==> config.mk <==
export PLATFORM = sky130hd
export DESIGN_NAME = fetch_ctrl
export DESIGN_NICKNAME = d
export VERILOG_FILES = /design/src/rtl/fetch_ctrl.sv
export SDC_FILE = /design/constraint.sdc
export NUM_CORES = 1
export LEC_CHECK = 0
export ABC_AREA = 1
export CAP_MARGIN = 20
export CORE_MARGIN = 10
export CORE_UTILIZATION = 47
export DETAILED_ROUTE_END_ITERATION = 6
export PLACE_DENSITY_LB_ADDON = 0.08
export SKIP_LAST_GASP = 1
export SLEW_MARGIN = 20
export SYNTH_ARGS = -nofsm -noshare
export SYNTH_HDL_FRONTEND = slang
export SYNTH_SLANG_ARGS = --single-unit
==> constraint.sdc <==
create_clock -name clock -period 2.2 [get_ports clock]
set_input_delay 0.33 -clock clock [delete_from_list [all_inputs] [get_ports clock]]
set_output_delay 0.33 -clock clock [all_outputs]
set_load 0.02 [all_outputs]
==> src/rtl/fetch_ctrl.sv <==
// Instruction fetch controller: owns the PC, issues single-word reads to the
// instruction RAM and hands the returned word to the IR via a load strobe.
module fetch_ctrl #(
    parameter int unsigned ADDR_W   = 16,
    parameter int unsigned DATA_W   = 16,
    parameter int unsigned RESET_PC = 0,
    parameter int unsigned TIMEOUT  = 16
) (
    input  logic              clock,
    input  logic              reset_n,
    input  logic              fetch_req,
    input  logic              pc_ld,
    input  logic [ADDR_W-1:0] pc_in,
    input  logic              err_clr,
    output logic              mem_rd,
    output logic [ADDR_W-1:0] mem_addr,
    input  logic              mem_ack,
    input  logic [DATA_W-1:0] mem_rdata,
    output logic              ir_ld,
    output logic [DATA_W-1:0] ir_data,
    output logic [ADDR_W-1:0] pc,
    output logic              busy,
    output logic              done,
    output logic              fetch_err
);

    localparam int unsigned CNT_W = (TIMEOUT > 2) ? $clog2(TIMEOUT) : 1;

    typedef enum logic [1:0] {
        IDLE = 2'd0,
        READ = 2'd1,
        LOAD = 2'd2,
        ERR  = 2'd3
    } state_e;

    state_e            state_q, state_d;
    logic [ADDR_W-1:0] pc_q, pc_d;
    logic [DATA_W-1:0] buf_q, buf_d;
    logic [CNT_W-1:0]  cnt_q, cnt_d;

    // State and datapath registers; reset aborts any transfer in flight.
    always_ff @(posedge clock or negedge reset_n) begin
        if (!reset_n) begin
            state_q <= IDLE;
            pc_q    <= ADDR_W'(RESET_PC);
            buf_q   <= '0;
            cnt_q   <= '0;
        end else begin
            state_q <= state_d;
            pc_q    <= pc_d;
            buf_q   <= buf_d;
            cnt_q   <= cnt_d;
        end
    end

    // Next-state logic; an ack on the last permitted READ cycle beats the timeout.
    always_comb begin
        state_d = state_q;
        pc_d    = pc_q;
        buf_d   = buf_q;
        cnt_d   = cnt_q;
        case (state_q)
            IDLE: begin
                if (pc_ld) begin
                    pc_d = pc_in;
                end else if (fetch_req) begin
                    state_d = READ;
                    cnt_d   = '0;
                end
            end
            READ: begin
                if (mem_ack) begin
                    buf_d   = mem_rdata;
                    state_d = LOAD;
                end else if (cnt_q == CNT_W'(TIMEOUT - 1)) begin
                    state_d = ERR;
                end else begin
                    cnt_d = cnt_q + CNT_W'(1);
                end
            end
            LOAD: begin
                pc_d    = pc_q + ADDR_W'(1);
                state_d = IDLE;
            end
            ERR: begin
                if (err_clr) begin
                    state_d = IDLE;
                end
            end
            default: state_d = IDLE;
        endcase
    end

    // Strobes decode straight from the state register so reset drops them at once.
    assign mem_rd    = (state_q == READ);
    assign ir_ld     = (state_q == LOAD);
    assign done      = (state_q == LOAD);
    assign busy      = (state_q == READ) || (state_q == LOAD);
    assign fetch_err = (state_q == ERR);
    assign mem_addr  = pc_q;
    assign pc        = pc_q;
    assign ir_data   = buf_q;

endmodule

==> impl_metrics.tcl <==
set metrics [dict create \
    worstSetupStartpoint "state_q[0]" \
    netlist_area_sq_mm 0.00229 \
    cts_buffers 5 \
    total_power_mw 4.85 \
    drive_gt1_share_pct 5.60 \
    max_freq_mhz 491 \
    antenna_found_initial 0 \
    arrival_ns 1.71 \
    cellPowerDensity_mw_per_mm2 1520 \
    grtUsageMet2_pct 25.1 \
    hpwl_mm 4.70 \
    grt_start_max_net_pins 39 \
    hold_class "input port to asynchronous set/reset pin" \
    rsz0062_at_grt "no" \
    ys_ff_latch 38 \
    hold_buffers 0 \
    yosys_most_used_dff "dfrtp_1" \
    reg2reg_to "mem_addr[5]" \
    busiest_layer "met2" \
    reg2reg_from "state_q[0]" \
    viasPerCell 4.79 \
    worst-r2r-setup-slack_ns 0.26 \
    first_iter_violations 134 \
    cts-root-buf "clkbuf_8" \
    post_synth_num_cell_types 29 \
    dp_cells 452 \
    slew_headroom_pct 44.0 \
    synthArstFlopShare_pct 100 \
    wire_per_inst_microns 13.3 \
    timing.setup.tns_ns 0 \
    ir_drop_mv 0.707 \
    antenna_left 0 \
    criticalPathCategory "flop to output pin" \
    place_area_sq_mm 0.00311 \
    fin_worst_skew_ns 0.0153 \
    die_area_sq_mm 0.00807 \
    multiInputGateArea_sq_mm 0.00103 \
    leakage_nw 1.53 \
    track_usage_pct 14.7 \
    cp.required_ns 1.87 \
    fp-row-count 25 \
    cts_tree "yes" \
    synth_area_leaders "dfrtp_1 (41%), nand2_1 (19%), buf_4 (6.2%), nor2_1 (5.4%), inv_1 (4.9%)" \
    core_sq_mm 0.00472 \
    num_io_pins 91 \
    startpoint_type "flop" \
    rr_worst_depth 8 \
    first_pass_iters 5 \
    clk_pin_slew_worst_paths_ns 0.09 \
    first_global_vias 2172 \
    ys_seq_area_share_pct 41.5 \
    synth.most_common_cell "nand2_1" \
    yosysTopAreaCell "dfrtp_1" \
    grt_first_pass_wirelength_mm 10.2 \
    clockBufferDepth 2 \
    synth_edf_count 0 \
    internal_power_mw 2.55 \
    layout_min_cycle_time_ns 2.04 \
    die_w_microns 89.8 \
    syn_to_final_growth_pct 39.6 \
    syn_nets 363 \
    clkPwrFrac_pct 10.2 \
    cts_setup_buffers 0 \
    hold_violations 0 \
    drv_slew 0 \
    setup_viol 0 \
    crit_end "busy" \
    syn_inst 317 \
    fin_cells 460 \
    drt_wl_total_mm 6.11 \
    cts-resized-gates 0 \
    fin_crit_sh_pct 92.6 \
    status "completed" \
    h-tree-depth 2 \
    seq_area_sq_um 951 \
    routabilityCongestion 0.801 \
    grtUsageMet1_pct 16.5 \
    synth_warnings 0 \
    combPwrFrac_pct 61.7 \
    final_net_count 438 \
    initial_core_util_pct 48.5 \
    drc 0 \
    vias 2202 \
    die_h_microns 89.8 \
    cap_violations 0 \
    cp_max_fo 5 \
    worst_pin_slew_ns 0.840 \
    clk_latency_ns 0.29 \
    design_area_sq_mm 0.00320 \
    gr-usage-met3_pct 6.32 \
    n_fill_cell 399 \
    swShare_pct 47.4 \
    synth_commonest_cells "nand2_1 (113), dfrtp_1 (38), nor2_1 (33), inv_1 (30), buf_4 (19)" \
    n_antenna_cell 0 \
    power_frac_seq_pct 28.1 \
    power_switching_mw 2.30 \
    cp-end-kind "output pin" \
    synth.avg_cell_area_sq_um 7.23 \
    portBuffers 90 \
    overflow 0 \
    cts.sinks 38 \
    synth_top_area_share_pct 41.5 \
]
-- stage by stage --
step / hold slack [ns] / util, % / setup slack (ns)
finish: 0.140 / 67.7 / 0.164
global route: 0.212 / 67.7 / 0.0651
CTS: 0.172 / 67.7 / 0.152
floorplan: 0.0344 / - / 0.621
global placement: 0.461 / 65.8 / 0.378
detailed placement: 0.465 / 65.8 / 0.276
-- layout make-up --
cell class | instances | share of cell area (%)
multi-input cells | 221 | 32.3
repair buffers | 92 | 28.5
flip-flops and latches | 38 | 29.7
inverters | 34 | 3.99
clock buffers | 7 | 2.70
well taps | 67 | 2.62
clock inverters | 1 | 0.156
-- power by group through the flow --
stage               clock network, mW  logic, mW  registers [mW]
finish                          0.496       2.99            1.36
global placement                    0       2.98            1.36
floorplan                           0       1.63            1.65
detailed placement                  0       3.03            1.36
CTS                             0.508       3.03            1.36
global route                    0.542       3.31            1.42
-- logic make-up (layout without fill, tap and decap cells) --
group	count (synthesis)	after routing	synth area share, %
AND/OR/NAND/NOR	175	175	31.5
buffers and inverters	58	134	13.4
flip-flops	38	38	41.5
AO/OA/AOI/OAI	37	37	8.90
adder cells (fa/ha/maj)	8	8	4.37
XOR/XNOR	1	1	0.382
-- how the worst min path moves through the flow --
stage	from	to	slack, ns
after floorplan	reset_n	cnt_q[0]	0.03
after global placement	ir_data[1]	ir_data[1]	0.46
after detailed placement	ir_data[1]	ir_data[1]	0.47
after CTS	reset_n	mem_addr[14]	0.17
after global routing	reset_n	mem_addr[6]	0.21
final	reset_n	mem_addr[6]	0.14
-- metal layers --
metal  wire length, microns  part of all wire [%]  vias up
met5                      0                     0        -
met4                     48                  0.79        0
met3                    538                   8.8        4
met2                   2970                    49       64
met1                   2550                    42     1010
li1                       -                     -     1124
-- critical path: stages, from the launching register on --
cell and delay [ns]:
dfrtp_1 0.42, inv_1 0.10, ha_1 0.30, clkdlybuf4s50_1 0.61
-- sequential cells by signal, summed over array words and instances (netlist names) --
| signal | cells |
|---|---|
| cnt_q | 4 |
| ir_data | 16 |
| mem_addr | 16 |
| state_q | 2 |
-- cell usage in the layout (no fill, tap or decap), types with 4 or more instances in the layout --
cell and instances:
nand2_1 113, clkdlybuf4s50_1 89, dfrtp_1 38, nor2_1 33, inv_1 30, o21ai_0 18
nand3_1 17, ha_1 8, a21oi_1 7, clkbuf_8 6, nand4_1 4
Note: power is estimated with default switching activity, not from simulation.
